File: src/rtl/pipe_stage_buf_pkg.sv
// rtl/pipe_stage_buf_pkg.sv - shared command codes and constants for the pipeline stage buffer
package pipe_stage_buf_pkg;

    typedef enum logic [1:0] {
        STL_GO     = 2'b00,
        STL_STALL  = 2'b01,
        STL_BUBBLE = 2'b10,
        STL_RSVD   = 2'b11
    } stl_cmd_e;

    localparam logic        ENABLE    = 1'b1;
    localparam logic        DISABLE   = 1'b0;
    localparam logic [31:0] ZERO_WORD = 32'h0000_0000;

endpackage

File: src/rtl/sync_fifo_ptr.sv
// rtl/sync_fifo_ptr.sv - skid FIFO storage with pointer/count bookkeeping and flush
module sync_fifo_ptr #(
    parameter int WIDTH = 64,
    parameter int DEPTH = 2,
    localparam int CNT_W = $clog2(DEPTH + 1),
    localparam int PTR_W = (DEPTH > 1) ? $clog2(DEPTH) : 1
) (
    input  logic             dclk,
    input  logic             rst,
    input  logic             push,
    input  logic             pop,
    input  logic             clear,
    input  logic [WIDTH-1:0] wdata,
    output logic [WIDTH-1:0] rdata,
    output logic             full,
    output logic             empty,
    output logic [CNT_W-1:0] count
);

    logic [WIDTH-1:0] mem [DEPTH];
    logic [PTR_W-1:0] rptr;
    logic [PTR_W-1:0] wptr;
    logic             do_push;
    logic             do_pop;

    function automatic logic [PTR_W-1:0] ptr_inc(input logic [PTR_W-1:0] p);
        return (p == PTR_W'(DEPTH - 1)) ? '0 : p + 1'b1;
    endfunction

    assign full    = (count == CNT_W'(DEPTH));
    assign empty   = (count == '0);
    assign do_push = push & ~full & ~clear;
    assign do_pop  = pop & ~empty & ~clear;
    assign rdata   = mem[rptr];

    always_ff @(posedge dclk or negedge rst) begin
        if (!rst) begin
            rptr  <= '0;
            wptr  <= '0;
            count <= '0;
        end else if (clear) begin
            // Flush by collapsing the read side onto the write side.
            rptr  <= wptr;
            count <= '0;
        end else begin
            if (do_push) wptr <= ptr_inc(wptr);
            if (do_pop)  rptr <= ptr_inc(rptr);
            count <= count + CNT_W'(do_push) - CNT_W'(do_pop);
        end
    end

    // Storage carries no reset; only pointers and count define what is live.
    always_ff @(posedge dclk) begin
        if (do_push) mem[wptr] <= wdata;
    end

    a_count_bound: assert property (@(posedge dclk) disable iff (!rst) count <= CNT_W'(DEPTH));
    a_no_underflow: assert property (@(posedge dclk) disable iff (!rst) !(pop && empty && !clear));
    a_no_overflow: assert property (@(posedge dclk) disable iff (!rst) !(push && full && !clear));

endmodule

File: src/rtl/pipe_stage_buf.sv
// rtl/pipe_stage_buf.sv - inter-stage pipeline register with skid FIFO, bypass and go/stall/bubble control
module pipe_stage_buf
    import pipe_stage_buf_pkg::*;
#(
    parameter int INST_W = 32,
    parameter int PC_W   = 32,
    parameter int DEPTH  = 2,
    localparam int CNT_W = $clog2(DEPTH + 1)
) (
    input  logic              dclk,
    input  logic              rst,
    input  logic [1:0]        stl_i,
    input  logic              in_valid_i,
    input  logic [INST_W-1:0] in_inst_i,
    input  logic [PC_W-1:0]   in_pc_i,
    output logic              in_ready_o,
    output logic              out_valid_o,
    output logic [INST_W-1:0] out_inst_o,
    output logic [PC_W-1:0]   out_pc_o,
    output logic [CNT_W-1:0]  count_o
);

    localparam int W = INST_W + PC_W;

    stl_cmd_e   cmd;
    logic       accept;
    logic       fifo_push;
    logic       fifo_pop;
    logic       fifo_clear;
    logic       fifo_full;
    logic       fifo_empty;
    logic [W-1:0] fifo_rdata;
    logic       load_en;
    logic       zero_en;
    logic [W-1:0] load_data;

    assign cmd        = stl_cmd_e'(stl_i);
    assign in_ready_o = ~fifo_full;
    assign accept     = in_valid_i & in_ready_o & (cmd != STL_BUBBLE);

    always_comb begin
        fifo_push  = DISABLE;
        fifo_pop   = DISABLE;
        fifo_clear = DISABLE;
        load_en    = DISABLE;
        zero_en    = DISABLE;
        load_data  = {in_inst_i, in_pc_i};
        case (cmd)
            STL_GO: begin
                if (!fifo_empty) begin
                    // Older items drain first; a new arrival queues behind them.
                    fifo_pop  = ENABLE;
                    fifo_push = accept;
                    load_en   = ENABLE;
                    load_data = fifo_rdata;
                end else if (accept) begin
                    load_en = ENABLE;
                end else begin
                    zero_en = ENABLE;
                end
            end
            STL_BUBBLE: begin
                fifo_clear = ENABLE;
                zero_en    = ENABLE;
            end
            default: begin
                fifo_push = accept;
            end
        endcase
    end

    always_ff @(posedge dclk or negedge rst) begin
        if (!rst) begin
            out_valid_o <= DISABLE;
            out_inst_o  <= '0;
            out_pc_o    <= '0;
        end else if (load_en) begin
            out_valid_o <= ENABLE;
            out_inst_o  <= load_data[W-1:PC_W];
            out_pc_o    <= load_data[PC_W-1:0];
        end else if (zero_en) begin
            out_valid_o <= DISABLE;
            out_inst_o  <= '0;
            out_pc_o    <= '0;
        end
    end

    sync_fifo_ptr #(
        .WIDTH (W),
        .DEPTH (DEPTH)
    ) u_fifo (
        .dclk  (dclk),
        .rst   (rst),
        .push  (fifo_push),
        .pop   (fifo_pop),
        .clear (fifo_clear),
        .wdata ({in_inst_i, in_pc_i}),
        .rdata (fifo_rdata),
        .full  (fifo_full),
        .empty (fifo_empty),
        .count (count_o)
    );

endmodule

File: config.mk
export PLATFORM = sky130hd
export DESIGN_NAME = pipe_stage_buf
export DESIGN_NICKNAME = d
export VERILOG_FILES = /design/src/rtl/pipe_stage_buf_pkg.sv /design/src/rtl/sync_fifo_ptr.sv /design/src/rtl/pipe_stage_buf.sv
export SDC_FILE = /design/constraint.sdc
export NUM_CORES = 1
export LEC_CHECK = 0
export CAP_MARGIN = 20
export CORE_ASPECT_RATIO = 1.25
export CORE_MARGIN = 2
export CORE_UTILIZATION = 35
export DETAILED_ROUTE_END_ITERATION = 10
export SLEW_MARGIN = 20
export SYNTH_ARGS = -nofsm -noshare
export SYNTH_HDL_FRONTEND = slang
export SYNTH_SLANG_ARGS = --single-unit
File: constraint.sdc
create_clock -name dclk -period 5.65 [get_ports dclk]
set_input_delay 1.13 -clock dclk [delete_from_list [all_inputs] [get_ports dclk]]
set_output_delay 1.13 -clock dclk [all_outputs]
set_load 0.005 [all_outputs]
==> flow_metrics.tcl, run 1 <==
set metrics [dict create \
    grt.overflow.total 0 \
    start_kind "input port" \
    clock_skew_ns 0.00795 \
    cts_tree "built" \
    clk_pin_slew_ns 0.07 \
    cp_cell_sequence "buf_2 -> buf_4 -> a32o_2 -> and2_4" \
    wl_per_cell_um 18.6 \
    start_util 0.353 \
    clock-root-buffer "clkbuf_16" \
    antenna_found_initial 0 \
    seq_area_frac_synth 0.692 \
    synthCells 508 \
    grt_pass1_vias 4977 \
    diodes 0 \
    num_vias 4555 \
    io_buffers 136 \
    cts_sinks 197 \
    final_util 0.445 \
    core_sq_um 22800 \
    finalHoldViolations 0 \
    fin_crit_sh 0.534 \
    hp-class "reg -> reg" \
    firstDrtPassIters 4 \
    p_switching_mw 1.27 \
    dieArea_sq_um 24200 \
    leakage_nw 3.94 \
    final_common_cell "clkdlybuf4s50_1" \
    pwr_density_cell_nw_per_um2 442 \
    post_synth.cell_area_avg_sq_um 15.8 \
    routed_via_density 4.84 \
    synth_top_area_share 0.478 \
    crit_fanout 69 \
    synthTopCellsByArea "edfxtp_1, dfrtp_1, o221ai_2" \
    critPathMaxStageDelay_ns 0.78 \
    pre_cts_ws_ns 2.19 \
    synth_area_sq_um 8050 \
    syn_nets 579 \
    cts_max_path_buffers 2 \
    grt_first_pass_wirelength_mm 28.1 \
    wirelength_mm 17.5 \
    grt_max_degree 70 \
    cts_inserted_buffers 17 \
    required_ns 5.70 \
    num_rows 62 \
    sw_frac_of_total 0.282 \
    synth-seq-cells 197 \
    grt_usage 0.150 \
    drtIter0Drc 328 \
    drc 0 \
    pwr-share-seq 0.477 \
    cts_setup_buffers 0 \
    irDropWorstVdd_mv 0.285 \
    power.total_mw 4.49 \
    place.detailed.hpwl_mm 10.9 \
    fin_setup_tns_ns 0 \
    rsz0062_at_grt "false" \
    comb_power_share 0.258 \
    clk_latency_ns 0.43 \
    drtAntennaViolNets 0 \
    status "finished clean" \
    layout.nets 711 \
    cp-end-kind "flip-flop" \
    arrival_ns 3.06 \
    maxCapViolations 0 \
    finalSetupViolations 0 \
    htreeDepth 4 \
    relSlewSlack 0.270 \
    synth_area_leader_cell "edfxtp_1" \
    setup_ws_ns 2.63 \
    fmax_mhz 331 \
    cp_slowest_cell "and2_4" \
    final_cell_mix "clkdlybuf4s50_1, edfxtp_1, inv_1, dfrtp_1, nand2_1" \
    yosysUniqueCellTypes 25 \
    p_int_mw 3.23 \
    worst_pin_slew_ns 1.10 \
    layout_min_cycle_time_ns 3.02 \
    io_pins 137 \
    slew_violations 0 \
    yosysWarnings 0 \
    drive_above_1_share 0.144 \
    die_h_um 174 \
    gp_congestion 0.735 \
    cts_hold_buf 0 \
    cts_resized 0 \
    path_buf_inv 2 \
    fp.dieW_um 140 \
    crit_family "simple AND/OR/NAND/NOR gates" \
    path_class "in -> reg" \
    clkPwrFrac 0.265 \
    area_delta_synth_final_pct 26.2 \
]
path summary, 6_finish.rpt:
kind | from | endpoint | slack (ns) | cells after the start
setup reg to reg | u_fifo.count[1] | u_fifo.mem[1][44] | 3.55 | 3
max in group asynchronous | rst | u_fifo.rptr | 4.03 | 1
setup / recovery | stl_i[0] | u_fifo.mem[1][44] | 2.63 | 4
hold / removal | out_inst_o[4] | out_inst_o[4] | 0.50 | 2
hold reg to reg | out_inst_o[4] | out_inst_o[4] | 0.50 | 2
min in group asynchronous | rst | out_inst_o[5] | 0.84 | 1
metrics by stage:
step,cell area (sq um),hold WS (ns),instances
floorplan,8050,0.475,508
global placement,9520,0.478,906
detailed placement,9580,0.475,909
CTS,10200,0.499,941
global route,10200,0.517,941
finish,10200,0.495,941
sequential cells by signal (all words and copies together), names as in the netlist:
signal        cells
u_fifo.wptr       1
out_inst_o       32
out_valid_o       1
u_fifo.rptr       1
u_fifo.mem      128
u_fifo.count      2
out_pc_o         32
layer usage:
metal	up-vias	global-route usage	part of all wire
li1	2120	-	-
met1	2311	0.196	0.43
met4	0	0.0442	0.013
met5	-	0	0
met3	18	0.0340	0.046
met2	106	0.252	0.51
logic make-up (layout without fill, tap and decap cells):
logic type,Yosys count,in the layout,synth area share
fa+ha+maj,2,2,0.00311
simple gates,78,78,0.0427
buf+inv,96,241,0.0654
flops,197,197,0.692
mux,64,64,0.0796
compound gates,68,68,0.114
xor+xnor,3,3,0.00327
worst reg2reg max path, cell delays in order, from the launching register on:
cell and delay, ns:
dfrtp_1 0.49, nor2b_1 0.17, a32o_2 0.19, and2_4 0.79
synth_stat cells (all sizes together):
library cell	count
clkbuf	2
ha	2
nand2	67
nor2	2
mux2i	64
inv	68
o31ai	1
a32o	1
xnor2	3
nand3	1
or4	1
dfrtp	69
nand2b	1
nor2b	1
and2	4
buf	26
o221ai	65
o21ai	1
nor3	1
edfxtp	128
cell type report:
type                    count  area, sq um
well taps                 288          360
inverters                  68          255
clock buffers              22          444
repair buffers            141         1430
clock inverters            10          133
flip-flops and latches    197         5570
fillers                  2047        12600
multi-input cells         215         1960
power groups by stage:
stage,sequential [mW],combinational [mW],clock (mW)
after global placement,2.22,1.09,0
after detailed placement,2.17,1.19,0
final,2.14,1.16,1.19
after CTS,2.15,1.19,1.22
after floorplan,2.07,0.726,0
after global routing,2.18,1.27,1.28
No activity file was read; power rests on OpenSTA's default activity.
==> run 2: changes to the inputs <==
clock period = 3.02 ns   (was 5.65 ns; I/O delays follow)
==> run 2 against run 1 <==
Net effect:
- critical endpoint is now in_ready_o
- clock power grew 86%
- worst setup slack worse by 1.9 ns
- critical path depth down 1
- sequential power is 87% higher
- non-clock buffer count up 7
- clock skew up 0.0049 ns
- final cell count increased by 0.85%
- via count increased by 1.3%
- clock-buffer cell count down 5
- sequential share of layout area fell by 0.60 points
- total power grew 88%
==> flow_metrics.tcl, run 2 (synthesized netlist as in run 1, its figures left out) <==
set metrics [dict create \
    status "finished clean" \
    cts_sinks 197 \
    finalHoldViolations 0 \
    wl_per_cell_um 18.2 \
    grt_pass1_vias 4928 \
    start_kind "flip-flop" \
    antenna_found_initial 1 \
    grt_first_pass_wirelength_mm 27.3 \
    cp_cell_sequence "inv_1 -> nand2_1 -> clkdlybuf4s50_1" \
    grt_usage 0.145 \
    core_sq_um 22800 \
    nFillCells 1994 \
    cp_slowest_cell "dfrtp_1" \
    io_pins 137 \
    pwr_density_cell_nw_per_um2 821 \
    dieArea_sq_um 24200 \
    required_ns 2.42 \
    cts_max_path_buffers 2 \
    arrival_ns 1.64 \
    critPathMaxStageDelay_ns 0.51 \
    sw_frac_of_total 0.301 \
    start_util 0.353 \
    area_delta_synth_final_pct 27.6 \
    grt_max_degree 65 \
    path_buf_inv 2 \
    io_buffers 136 \
    routed_via_density 4.86 \
    wirelength_mm 17.3 \
    irDropWorstVdd_mv 0.443 \
    finalSetupViolations 0 \
    htreeDepth 4 \
    firstDrtPassIters 4 \
    cts_setup_buffers 0 \
    comb_power_share 0.264 \
    rsz0062_at_grt "false" \
    final_common_cell "clkdlybuf4s50_1" \
    cts_tree "built" \
    fp.dieW_um 140 \
    p_int_mw 5.90 \
    layout.nets 718 \
    drive_above_1_share 0.161 \
    drtAntennaViolNets 0 \
    fin_crit_sh 0.743 \
    layout_min_cycle_time_ns 2.24 \
    final_util 0.450 \
    gp_congestion 0.760 \
    cp-end-kind "output port" \
    cts_inserted_buffers 17 \
    cts_resized 0 \
    cts_hold_buf 0 \
    pwr-share-seq 0.474 \
    p_switching_mw 2.53 \
    fmax_mhz 446 \
    final_cell_mix "clkdlybuf4s50_1, edfxtp_1, inv_1, dfrtp_1, nand2_1" \
    clkPwrFrac 0.262 \
    place.detailed.hpwl_mm 11.0 \
    clock_skew_ns 0.0128 \
    leakage_nw 4.00 \
    relSlewSlack 0.444 \
    hp-class "in -> async" \
    slew_violations 0 \
    worst_pin_slew_ns 0.835 \
    drtIter0Drc 255 \
    top_regs "u_fifo.mem: 128 flops, out_inst_o: 32 flops, out_pc_o: 32 flops" \
    grt.overflow.total 0 \
    num_vias 4616 \
    largest_reg_flops 128 \
    crit_family "buffers and inverters" \
    crit_fanout 6 \
    maxCapViolations 0 \
    die_h_um 174 \
    fin_setup_tns_ns 0 \
    clk_latency_ns 0.43 \
    regMostFlops "u_fifo.mem" \
    drc 0 \
    clk_pin_slew_ns 0.07 \
    clock-root-buffer "clkbuf_16" \
    path_class "reg -> out" \
    num_rows 62 \
]
-- run 2: cell count changes in the layout (fill, tap and decap cells not counted), sizes merged --
cell and change:
bufinv -3, clkinvlp -2, buf +7, inv +9
clkbuf -5, clkinv +1, diode +1
-- run 2: routing by layer --
layer | share of wire | global-route usage
met5 | 0 | 0
met4 | 0.014 | 0.0463
met3 | 0.039 | 0.0329
met2 | 0.49 | 0.236
met1 | 0.46 | 0.195
-- run 2: worst reg2reg max path, cell delays in order (launching register included) --
cell and delay, ns:
dfrtp_4 0.97, buf_4 0.42, mux2i_1 0.28, o221ai_2 0.12
-- run 2: layout make-up --
cell class	instances	area, sq um	share of cell area
multi-input cells	215	1960	0.191
diodes	1	2.50	0.000244
repair buffers	148	1530	0.149
clock buffers	17	425	0.0414
clock inverters	15	159	0.0155
inverters	68	255	0.0248
well taps	288	360	0.0351
flip-flops and latches	197	5570	0.543
-- run 2: worst paths after layout --
kind,start,end,slack [ns],cells past startpoint
max in group asynchronous,rst,out_pc_o[25],2.11,2
min in group dclk,out_inst_o[23],out_inst_o[23],0.49,2
min,rst,out_inst_o[6],0.24,1
max reg2reg,u_fifo.rptr,out_inst_o[12],1.09,3
max,u_fifo.count[0],in_ready_o,0.78,3
min reg2reg,out_inst_o[23],out_inst_o[23],0.49,2
-- run 2: stage by stage --
step                instances  hold WS, ns  power, mW  cell area, sq um  setup WS (ns)
detailed placement        916        0.476       6.32              9690          0.414
global placement          916        0.475       6.26              9690          0.521
floorplan                 508        0.308       5.24              8050         0.0249
global route              948        0.273       8.87             10300          0.723
CTS                       948        0.247       8.56             10300          0.787
finish                    949        0.236       8.43             10300          0.778
-- run 2: power by group through the flow --
stage                     registers, mW  logic (mW)  clock network [mW]
after detailed placement           4.05        2.27                   0
after global routing               4.07        2.41                2.38
after global placement             4.03        2.22                   0
after floorplan                    3.88        1.36                   0
final                              4.00        2.23                2.21
after CTS                          4.00        2.28                2.28
==> run 3: changes to the inputs <==
clock period = 2.04 ns   (was 3.02 ns; I/O delays follow)
==> run 3 against run 2 <==
Net effect:
- worst setup slack worse by 0.69 ns
- register-to-register slack worse by 0.83 ns
- die area stayed put
- worst hold slack better by 0.21 ns
- total power is 54% higher
==> flow_metrics.tcl, run 3 (synthesized netlist as in run 1, its figures left out) <==
set metrics [dict create \
    cts_max_path_buffers 2 \
    diodes 0 \
    htreeDepth 4 \
    start_kind "flip-flop" \
    relSlewSlack 0.677 \
    p_switching_mw 3.63 \
    wirelength_mm 17.4 \
    cp_slowest_cell "clkdlybuf4s50_1" \
    wl_per_cell_um 18.1 \
    core_sq_um 22800 \
    finalInstanceArea_sq_um 10500 \
    cts_tree "built" \
    seqCellArea_sq_um 5580 \
    finalSetupViolations 0 \
    arrival_ns 1.55 \
    worst_pin_slew_ns 0.484 \
    final_common_cell "clkdlybuf4s50_1" \
    start_util 0.353 \
    fin_crit_sh 0.958 \
    clk_pin_slew_ns 0.07 \
    grt_first_pass_wirelength_mm 27.9 \
    fmax_mhz 512 \
    maxCapViolations 0 \
    area_delta_synth_final_pct 30.2 \
    crit_fanout 7 \
    layout.nets 733 \
    io_pins 137 \
    path_buf_inv 1 \
    final_util 0.460 \
    cp_cell_sequence "nand2_1 -> clkdlybuf4s50_1" \
    status "finished clean" \
    comb_power_share 0.279 \
    io_buffers 136 \
    nFillCells 2020 \
    num_vias 4695 \
    p_int_mw 9.33 \
    slew_violations 0 \
    regMostFlops "u_fifo.mem" \
    num_rows 62 \
    dieArea_sq_um 24200 \
    routed_via_density 4.88 \
    clock_skew_ns 0.00777 \
    clkPwrFrac 0.279 \
    path_class "reg -> out" \
    antenna_found_initial 0 \
    critPathMaxStageDelay_ns 0.51 \
    leakage_nw 4.12 \
    die_h_um 174 \
    drive_above_1_share 0.178 \
    finalHoldViolations 0 \
    cts_setup_buffers 0 \
    firstDrtPassIters 4 \
    drtAntennaViolNets 0 \
    clk_latency_ns 0.43 \
    drtIter0Drc 250 \
    irDropWorstVdd_mv 0.677 \
    clock-root-buffer "clkbuf_16" \
    cts_sinks 197 \
    pwr_density_cell_nw_per_um2 1240 \
    grt.overflow.total 0 \
    place.detailed.hpwl_mm 11.6 \
    grt_usage 0.148 \
    grt_pass1_vias 5047 \
    power.total_mw 13.0 \
    pwr-share-seq 0.443 \
    top_regs "u_fifo.mem: 128 flops, out_inst_o: 32 flops, out_pc_o: 32 flops" \
    rsz0062_at_grt "false" \
    multi_input_area_sq_um 1960 \
    grt_max_degree 41 \
    required_ns 1.63 \
    sw_frac_of_total 0.280 \
    fp.dieW_um 140 \
    gp_congestion 0.755 \
    final_cell_mix "clkdlybuf4s50_1, edfxtp_1, inv_1" \
    crit_family "buffers and inverters" \
    cp-end-kind "output port" \
    drc 0 \
    largest_reg_flops 128 \
    placed_area_sq_um 9830 \
    cts_inserted_buffers 17 \
    layout_min_cycle_time_ns 1.95 \
    hp-class "in -> reg" \
    setup_ws_ns 0.0857 \
    pre_cts_ws_ns -0.144 \
]
==> run 3: cell types whose count changed in the layout (fill, tap and decap cells not counted), moves of 2 or more <==
cell	before	now
buf_4	6	17
bufinv_16	0	4
buf_12	7	10
clkinv_8	3	0
inv_8	4	1
clkbuf_8	0	2
==> run 3: power by group through the flow <==
stage	clock network (mW)	logic, mW	registers [mW]
after floorplan	0	2.01	5.72
after global placement	0	3.62	5.79
after detailed placement	0	3.68	5.81
after CTS	3.70	3.69	5.75
after global routing	3.84	3.92	5.84
final	3.61	3.61	5.74
==> run 3: worst reg2reg max path: cells and delay by family, from the launching register on <==
| kind | cells | cell delay [ns] |
|---|---|---|
| AOI/OAI and AO/OA | 1 | 0.18 |
| xor gates and xnor gates | 2 | 0.27 |
| adders and majority gates | 2 | 0.46 |
| buffers and inverters | 2 | 0.12 |
| DFF | 1 | 0.50 |
| and+or+nand+nor | 1 | 0.16 |
==> run 3: worst paths after layout <==
check                                 from               to  slack, ns  depth (start not counted)
max                        u_fifo.count[1]       in_ready_o       0.09                          2
min                               stl_i[0]      u_fifo.wptr       0.45                          3
max reg2reg                u_fifo.count[1]  u_fifo.count[1]       0.26                          8
min reg2reg                 out_inst_o[30]   out_inst_o[30]       0.49                          2
max in group asynchronous              rst   out_inst_o[18]       0.96                          3
min in group asynchronous              rst    out_inst_o[1]       0.48                          2
==> run 3: cell type report <==
cell class,instances,share of cell area
clock buffers,19,0.0432
inverters,68,0.0244
clock inverters,12,0.0180
multi-input cells,215,0.187
flip-flops and latches,197,0.532
repair buffers,163,0.161
well taps,288,0.0344
==> run 3: metrics by stage <==
stage / TNS, ns / hold WS, ns / instances
finish: 0 / 0.450 / 962
global route: 0 / 0.487 / 962
CTS: 0 / 0.438 / 962
detailed placement: -12.83 / 0.402 / 930
global placement: -6.69 / 0.400 / 930
floorplan: -8.12 / 0.112 / 508
==> run 3: layer usage <==
layer | global-route usage | share of wire
met5 | 0 | 0
met4 | 0.0683 | 0.025
met3 | 0.0260 | 0.040
met2 | 0.247 | 0.51
met1 | 0.189 | 0.43
==> run 3: repair_timing <==
item | CTS | global route
hold endpoints to repair | 31 | 0
hold buffers | 1 | 0
resized for setup | 1 | 0
endpoints found under the setup margin | 1 | 0
